--- src/rtl/vga_pkg.sv ---
// Shared constants for the text-mode video path.
//  - Screen geometry (80x30 cells) and the VRAM word layout.
//  - BLANK_CELL: the word the screen-clear engine writes (space, grey on black).
//  - clr_state_t: states of the clear engine inside vram_arbiter.
package vga_pkg;

    localparam int VGA_COLS   = 80;
    localparam int VGA_ROWS   = 30;
    localparam int VRAM_AW    = 12;
    localparam int VRAM_DW    = 16;
    localparam int VRAM_CELLS = VGA_COLS * VGA_ROWS;

    localparam logic [VRAM_DW-1:0] BLANK_CELL = 16'h0720;

    typedef enum logic {
        IDLE  = 1'b0,
        CLEAR = 1'b1
    } clr_state_t;

endpackage

--- src/rtl/vram_rd_tag_pipe.sv ---
// Read return pipeline for the VRAM arbiter.
//  Every read issued to the RAM (or a CPU read that bypasses the RAM because its
//  address is out of range) carries a tag {disp, cpu, oor}. Stage 1 waits for
//  the RAM's one-cycle read latency, stage 2 registers ram_rdata into the
//  requester's data register, giving a fixed 2-cycle return.
// Ports:
//  clk, reset            clock, asynchronous active-low reset
//  rd_disp, rd_cpu       read issued this cycle for display / CPU
//  rd_oor                CPU read was out of range: return zero, not RAM data
//  ram_rdata             RAM read data (valid one cycle after the read)
//  disp_valid, disp_data display return (data holds while valid is low)
//  cpu_rvalid, cpu_rdata CPU return (data holds while valid is low)
module vram_rd_tag_pipe
    import vga_pkg::*;
#(
    parameter int DW = VRAM_DW
) (
    input  logic          clk,
    input  logic          reset,
    input  logic          rd_disp,
    input  logic          rd_cpu,
    input  logic          rd_oor,
    input  logic [DW-1:0] ram_rdata,
    output logic          disp_valid,
    output logic [DW-1:0] disp_data,
    output logic          cpu_rvalid,
    output logic [DW-1:0] cpu_rdata
);

    logic disp_p1;
    logic cpu_p1;
    logic oor_p1;

    // Stage 1: tag waits while the RAM performs the read
    always_ff @(posedge clk or negedge reset) begin
        if (!reset) begin
            disp_p1 <= 1'b0;
            cpu_p1  <= 1'b0;
            oor_p1  <= 1'b0;
        end else begin
            disp_p1 <= rd_disp;
            cpu_p1  <= rd_cpu;
            oor_p1  <= rd_oor;
        end
    end

    // Stage 2: capture RAM data for the tagged requester
    always_ff @(posedge clk or negedge reset) begin
        if (!reset) begin
            disp_valid <= 1'b0;
            disp_data  <= '0;
            cpu_rvalid <= 1'b0;
            cpu_rdata  <= '0;
        end else begin
            disp_valid <= disp_p1;
            cpu_rvalid <= cpu_p1;
            if (disp_p1) begin
                disp_data <= ram_rdata;
            end
            if (cpu_p1) begin
                cpu_rdata <= oor_p1 ? '0 : ram_rdata;
            end
        end
    end

endmodule

--- src/rtl/vram_arbiter.sv ---
// Single-port text-mode VRAM arbiter.
//  Per-cycle priority: display fetch, then CPU, then the screen-clear engine,
//  which only uses cycles nobody else asked for. CPU requests outside the
//  screen are accepted but never reach the RAM; such reads return zero.
// Ports:
//  clk, reset                            clock, asynchronous active-low reset
//  disp_req, disp_addr                   display fetch (always granted)
//  disp_valid, disp_data                 display return, 2 cycles later
//  cpu_valid, cpu_we, cpu_addr, cpu_wdata CPU request (valid/ready)
//  cpu_ready                             CPU request accepted this cycle
//  cpu_rvalid, cpu_rdata                 CPU read return, 2 cycles later
//  clr_start, clr_busy, clr_done         screen-clear control and status
//  ram_en, ram_we, ram_addr, ram_wdata   RAM request
//  ram_rdata                             RAM read data, 1 cycle latency
module vram_arbiter
    import vga_pkg::*;
#(
    parameter int             AW    = VRAM_AW,
    parameter int             DW    = VRAM_DW,
    parameter int             CELLS = VRAM_CELLS,
    parameter logic [DW-1:0]  FILL  = BLANK_CELL
) (
    input  logic          clk,
    input  logic          reset,
    input  logic          disp_req,
    input  logic [AW-1:0] disp_addr,
    output logic          disp_valid,
    output logic [DW-1:0] disp_data,
    input  logic          cpu_valid,
    input  logic          cpu_we,
    input  logic [AW-1:0] cpu_addr,
    input  logic [DW-1:0] cpu_wdata,
    output logic          cpu_ready,
    output logic          cpu_rvalid,
    output logic [DW-1:0] cpu_rdata,
    input  logic          clr_start,
    output logic          clr_busy,
    output logic          clr_done,
    output logic          ram_en,
    output logic          ram_we,
    output logic [AW-1:0] ram_addr,
    output logic [DW-1:0] ram_wdata,
    input  logic [DW-1:0] ram_rdata
);

    localparam logic [AW-1:0] LAST_CELL = AW'(CELLS - 1);

    clr_state_t    state;
    logic [AW-1:0] clr_addr;
    logic          cpu_in_range;
    logic          clr_grant;
    logic          rd_disp;
    logic          rd_cpu;
    logic          rd_oor;

    assign cpu_in_range = (cpu_addr <= LAST_CELL);

    // Grant mux. Everything is gated by reset so all outputs sit at zero while
    // reset is held, even though the request inputs may still be active.
    always_comb begin
        cpu_ready = 1'b0;
        clr_grant = 1'b0;
        ram_en    = 1'b0;
        ram_we    = 1'b0;
        ram_addr  = '0;
        ram_wdata = '0;
        rd_disp   = 1'b0;
        rd_cpu    = 1'b0;
        rd_oor    = 1'b0;
        if (reset) begin
            if (disp_req) begin
                ram_en   = 1'b1;
                ram_addr = disp_addr;
                rd_disp  = 1'b1;
            end else if (cpu_valid) begin
                cpu_ready = 1'b1;
                rd_cpu    = ~cpu_we;
                rd_oor    = ~cpu_we & ~cpu_in_range;
                if (cpu_in_range) begin
                    ram_en    = 1'b1;
                    ram_we    = cpu_we;
                    ram_addr  = cpu_addr;
                    ram_wdata = cpu_we ? cpu_wdata : '0;
                end
            end else if (state == CLEAR) begin
                clr_grant = 1'b1;
                ram_en    = 1'b1;
                ram_we    = 1'b1;
                ram_addr  = clr_addr;
                ram_wdata = FILL;
            end
        end
    end

    // Clear engine: walks clr_addr over the screen, advancing only on granted
    // cycles, so the clear always writes every cell exactly once.
    always_ff @(posedge clk or negedge reset) begin
        if (!reset) begin
            state    <= IDLE;
            clr_addr <= '0;
            clr_busy <= 1'b0;
            clr_done <= 1'b0;
        end else begin
            clr_done <= 1'b0;
            case (state)
                IDLE: begin
                    if (clr_start) begin
                        state    <= CLEAR;
                        clr_addr <= '0;
                        clr_busy <= 1'b1;
                    end
                end
                CLEAR: begin
                    if (clr_grant) begin
                        if (clr_addr == LAST_CELL) begin
                            state    <= IDLE;
                            clr_addr <= '0;
                            clr_busy <= 1'b0;
                            clr_done <= 1'b1;
                        end else begin
                            clr_addr <= clr_addr + 1'b1;
                        end
                    end
                end
                default: state <= IDLE;
            endcase
        end
    end

    vram_rd_tag_pipe #(
        .DW(DW)
    ) u_rd_pipe (
        .clk       (clk),
        .reset     (reset),
        .rd_disp   (rd_disp),
        .rd_cpu    (rd_cpu),
        .rd_oor    (rd_oor),
        .ram_rdata (ram_rdata),
        .disp_valid(disp_valid),
        .disp_data (disp_data),
        .cpu_rvalid(cpu_rvalid),
        .cpu_rdata (cpu_rdata)
    );

endmodule

--- config.mk ---
export PLATFORM = sky130hd
export DESIGN_NAME = vram_arbiter
export DESIGN_NICKNAME = d
export VERILOG_FILES = /design/src/rtl/vga_pkg.sv /design/src/rtl/vram_rd_tag_pipe.sv /design/src/rtl/vram_arbiter.sv
export SDC_FILE = /design/constraint.sdc
export NUM_CORES = 1
export LEC_CHECK = 0
export CORE_ASPECT_RATIO = 1.1
export CORE_UTILIZATION = 41
export CTS_CLUSTER_SIZE = 16
export DETAILED_ROUTE_END_ITERATION = 16
export GPL_TIMING_DRIVEN = 0
export PLACE_DENSITY = 0.81
export SYNTH_ARGS = -nofsm -noshare
export SYNTH_HDL_FRONTEND = slang
export SYNTH_SLANG_ARGS = --single-unit
--- constraint.sdc ---
create_clock -name clk -period 2.1 [get_ports clk]
set_clock_uncertainty 0.05 [all_clocks]
set_input_delay 0.42 -clock clk [delete_from_list [all_inputs] [get_ports clk]]
set_output_delay 0.42 -clock clk [all_outputs]
set_load 0.005 [all_outputs]
Word level (Yosys, flattened, before mapping)
Index checks and enable logic that the tools add are counted.

Register bits: 52. Logic and storage cells: 73.

Add/sub/neg operators: 1. $lt $le $gt $ge: 1. Equal/unequal tests: 4. Muxes and demuxes: 50. Bitwise gates (word level): 4. Reduce and logical (&&, ||, !) cells: 2.

Operators by type and width (count): 12-bit 2-to-1 mux (8); 16-bit 2-to-1 mux (6); 1-bit 2-to-1 mux (32); 12-bit case mux with 2 select lines (1); 12-bit by 1-bit adder with 12-bit output, second input constant (1); 12-bit == test, second input constant (1); 12-bit <= comparator, second input constant (1); 11-bit 2-to-1 mux (1); 2-bit by 1-bit != test with 1-bit output, second input constant (2); 1-bit case mux with 2 select lines (2); 1-bit NOT (3); 3-bit AND reduction (1); 2-bit != test, second input constant (1); 2-bit AND reduction (1); 1-bit AND (1).

Depth between registers and ports, before layout
Depth in word-level cells: 6. Depth in mapped cells: 6. Mapped depth without buffers: 5.

Modules after synthesis
From an unflattened synthesis, not the netlist that was laid out.

Cells, all modules: 282. Area, all modules: 2793.9 µm².

Modules (own cells, without submodules): vram_rd_tag_pipe (times used 1, cells an instance 107, area an instance 1452.6 µm², seq. area each 925.9 µm²); vram_arbiter (times used 1, cells an instance 175, area an instance 1341.3 µm², seq. area each 375.4 µm²).

Worst setup path after synthesis
No wires, ideal clock.

Kind: input-to-output. Start: input port cpu_addr[5]. End: output port ram_wdata[11]. Arrival: 1482 ps. Required time: 1630 ps. Path slack: 148 ps. Cell stages on the path: 5. Path buffers: 1. Cell sequence: a21o_1 a211oi_2 o2111a_1 clkbuf_2 and2_1.

Cells in the longest elaborated chain, start to end: 5.

RTL lines: start: declaration (line vram_arbiter.sv:31) `input logic [AW-1:0] cpu_addr,`; 12-bit <= comparator (line vram_arbiter.sv:56) `assign cpu_in_range = (cpu_addr <= LAST_CELL);`; 16-bit 2-to-1 mux (line vram_arbiter.sv:79) `if (cpu_in_range) begin`; 16-bit 2-to-1 mux (line vram_arbiter.sv:75) `end else if (cpu_valid) begin`; 16-bit 2-to-1 mux (line vram_arbiter.sv:71) `if (disp_req) begin`; 16-bit 2-to-1 mux (line vram_arbiter.sv:70) `if (reset) begin`; end: declaration (line vram_arbiter.sv:42) `output logic [DW-1:0] ram_wdata,`.

Every way passes these cells.

Worst setup path in the final report
Start: input port cpu_addr[6]. End: output port ram_wdata[5].

The elaborated chain is that of the path after synthesis.

==> impl_metrics.py <==
metrics = {
    "logic_synthesis": {
        "synthFlopType": "dfrtp_1",
        "synthesis.area_um2": 2660,
        "synth_cells": 261,
        "yosys-top-cells-count": "dfrtp_1 (52), o21ai_0 (31), nor2_1 (25)",
        "seq_area_frac_synth": 0.489,
        "yosysMostFrequentCell": "dfrtp_1",
        "ys_seq_elements": 52,
        "synthTopCellsByArea": "dfrtp_1 (49%), mux2_2 (6.8%), o21ai_0 (5.8%)",
        "avgSynthCellArea_um2": 10.2,
        "synthArstFlopShare": 1.00,
        "yosysTopAreaCell": "dfrtp_1",
        "synth.distinct_cells": 44,
        "yosys.area.top_type_share": 0.489,
        "synth-edff-count": 0,
        "yosysWarnings": 0,
        "synth_nets": 324,
    },
    "timing": {
        "period_needed_ps": 2290,
        "relSlewSlack": 0.511,
        "min_period_over_period": 1.09,
        "rsz0062_at_grt": "true",
        "fmax_mhz": 436,
        "setup_slack_ps": -193,
        "setup_viol": 20,
        "final_max_slew_viol_count": 0,
        "worst_pin_slew_ps": 731,
        "hold_viol": 0,
    },
    "global_route": {
        "grt_max_degree": 17,
        "grt_use_total": 0.251,
        "grt_pass1_vias": 2661,
        "grt-ovfl-total": 0,
        "antenna_found_initial": 0,
        "grt_pass1_wl_um": 13100,
    },
    "final_layout": {
        "multi_input_area_um2": 1320,
        "syn2layout_area_growth_pct": 66.3,
        "diodes": 0,
        "final_nets": 477,
        "drive_above_1_share": 0.253,
        "nFillCells": 459,
        "register_area_um2": 1300,
        "top_regs": "u_rd_pipe.cpu_rdata (16), u_rd_pipe.disp_data (16), clr_addr (12)",
    },
    "setup_path": {
        "worstSetupStartpoint": "cpu_addr[6]",
        "end_kind": "primary output",
        "required_ps": 1630,
        "crit-reg2reg-capture": "clr_addr[11]",
        "startpoint_type": "input pin",
        "crit_arrival_ps": 1820,
        "endpoint": "ram_wdata[5]",
        "critPathKind": "input pin to primary output",
        "r2r_start": "state",
        "r2r_slack_ps": 180,
        "crit_fanout": 3,
        "r2r_cells": 5,
    },
    "clock_tree": {
        "cts_made_buffers": 5,
        "clkLatencyLatePin_ps": 300,
        "clk_path_buf_depth": 2,
        "clk_pin_slew_worst_paths_ps": 100,
        "cts_tree": "done",
        "cts_max_level": 2,
        "clockRootBuffer": "clkbuf_8",
        "clock_sinks": 52,
    },
    "min_path": {
        "min_path_type": "input pin to async pin",
    },
    "power_and_ir_drop": {
        "power_frac_seq": 0.484,
        "p_clk_frac": 0.215,
        "leakage_nw": 1.93,
        "p_comb_frac": 0.301,
        "power.density_nw_per_um2": 601,
        "max-vdd-ir-drop_mv": 0.348,
        "swShare": 0.285,
        "finalPower_mw": 2.66,
        "internal_power_mw": 1.90,
        "p_sw_uw": 757,
    },
    "detailed_routing": {
        "vias_per_cell": 5.28,
        "vias": 2612,
        "post_drt_wl_per_cell_um": 16.8,
        "drc": 0,
        "first_iter_violations": 63,
        "routed_wl_um": 8300,
        "ant_nets": 0,
        "drt_pass1_iterations": 4,
    },
    "floorplan": {
        "core_um2": 6230,
        "rows": 30,
        "fp.dieH_um": 86.5,
        "dieArea_um2": 6810,
        "die_w_um": 78.8,
        "io_pins": 129,
        "start_util": 0.427,
    },
    "placement": {
        "hpwlAfterDp_um": 5530,
        "port_buffers": 126,
        "dp_worst_setup_slack_ps": -1110,
        "gp_congestion": 0.817,
    },
    "run_status": {
        "violations": "negative setup slack",
        "status": "finished, violations left",
    },
    "job": {
        "maxCapViolations": 0,
    },
}
==> worst min-delay path by stage <==
stage	start	endpoint	slack, ps	depth (start not counted)
4_1_cts	reset	u_rd_pipe.disp_data[11]	110	2
6_report	reset	u_rd_pipe.cpu_rdata[7]	120	2
5_1_grt	reset	u_rd_pipe.cpu_rdata[6]	100	2
3_3_place_gp	u_rd_pipe.disp_p1	u_rd_pipe.disp_valid	310	0
3_5_place_dp	u_rd_pipe.disp_p1	u_rd_pipe.disp_valid	310	0
2_1_floorplan	reset	clr_addr[0]	70	0
==> cell type report <==
type	instances	share of cell area
tap	80	0.0226
inverter	21	0.0178
clock inverter	2	0.00368
timing repair buffer	147	0.329
sequential	52	0.295
multi-input combinational	174	0.298
clock buffer	6	0.0164
buffer	13	0.0184
==> power groups by stage <==
stage | Combinational (mW) | Sequential (mW) | Clock, mW
after floorplan | 0.244 | 1.28 | 0
after global placement | 0.713 | 1.28 | 0
after detailed placement | 0.732 | 1.29 | 0
after CTS | 0.787 | 1.27 | 0.581
after global routing | 0.863 | 1.31 | 0.626
final | 0.799 | 1.29 | 0.572
==> cell usage in the layout, fill, tap and decap left out, drive strengths merged, types with 9 or more instances in the layout <==
cell type,instances
clkdlybuf4s50,88
o21ai,31
clkbuf,17
nand2,9
inv,21
nor2,25
nand3b,16
and2,16
dfrtp,52
a221oi,9
buf,53
mux2,16
==> critical path: stages <==
cell and delay, ps:
buf_6 90, a21o_1 210, a211oi_2 270, o2111a_2 310, buf_6 120, buf_6 90
buf_6 80, o22a_1 110, buf_2 100
==> timing repair <==
action | CTS | global route
hold buffers | 3 | 0
gates resized for setup | 182 | 13
pin swaps | 31 | 10
setup endpoints to repair | 39 | 36
setup buffers | 13 | 0
hold endpoints to repair | 27 | 0
gates cloned | 4 | 1
==> cell families after synthesis <==
| kind of cell | count (synthesis) | synth area share |
|---|---|---|
| XOR/XNOR | 7 | 0.0231 |
| AND/OR/NAND/NOR | 83 | 0.184 |
| multiplexers | 16 | 0.0678 |
| AO/OA/AOI/OAI | 67 | 0.178 |
| buffers and inverters | 35 | 0.0536 |
| flip-flops | 52 | 0.489 |
| adder cells (fa/ha/maj) | 1 | 0.00471 |
==> routing by layer <==
metal	vias to the layer above	track usage	wire (µm)
met2	97	0.465	4390
met4	0	0.0758	87
met3	13	0.0400	378
met5	-	0	0
met1	1271	0.296	3440
li1	1231	-	-
==> metrics by stage <==
stage / util / setup TNS [ps] / instance area, µm² / instances / hold slack, ps
2_1_floorplan: - / 0 / 2660 / 261 / 74.4
3_3_place_gp: 0.645 / -173240 / 4020 / 467 / 311
3_5_place_dp: 0.648 / -33120 / 4040 / 468 / 314
4_1_cts: 0.705 / -2090 / 4390 / 496 / 112
5_1_grt: 0.710 / -2990 / 4420 / 495 / 105
6_report: 0.710 / -1730 / 4420 / 495 / 118
No activity file was read; power rests on OpenSTA's default activity.
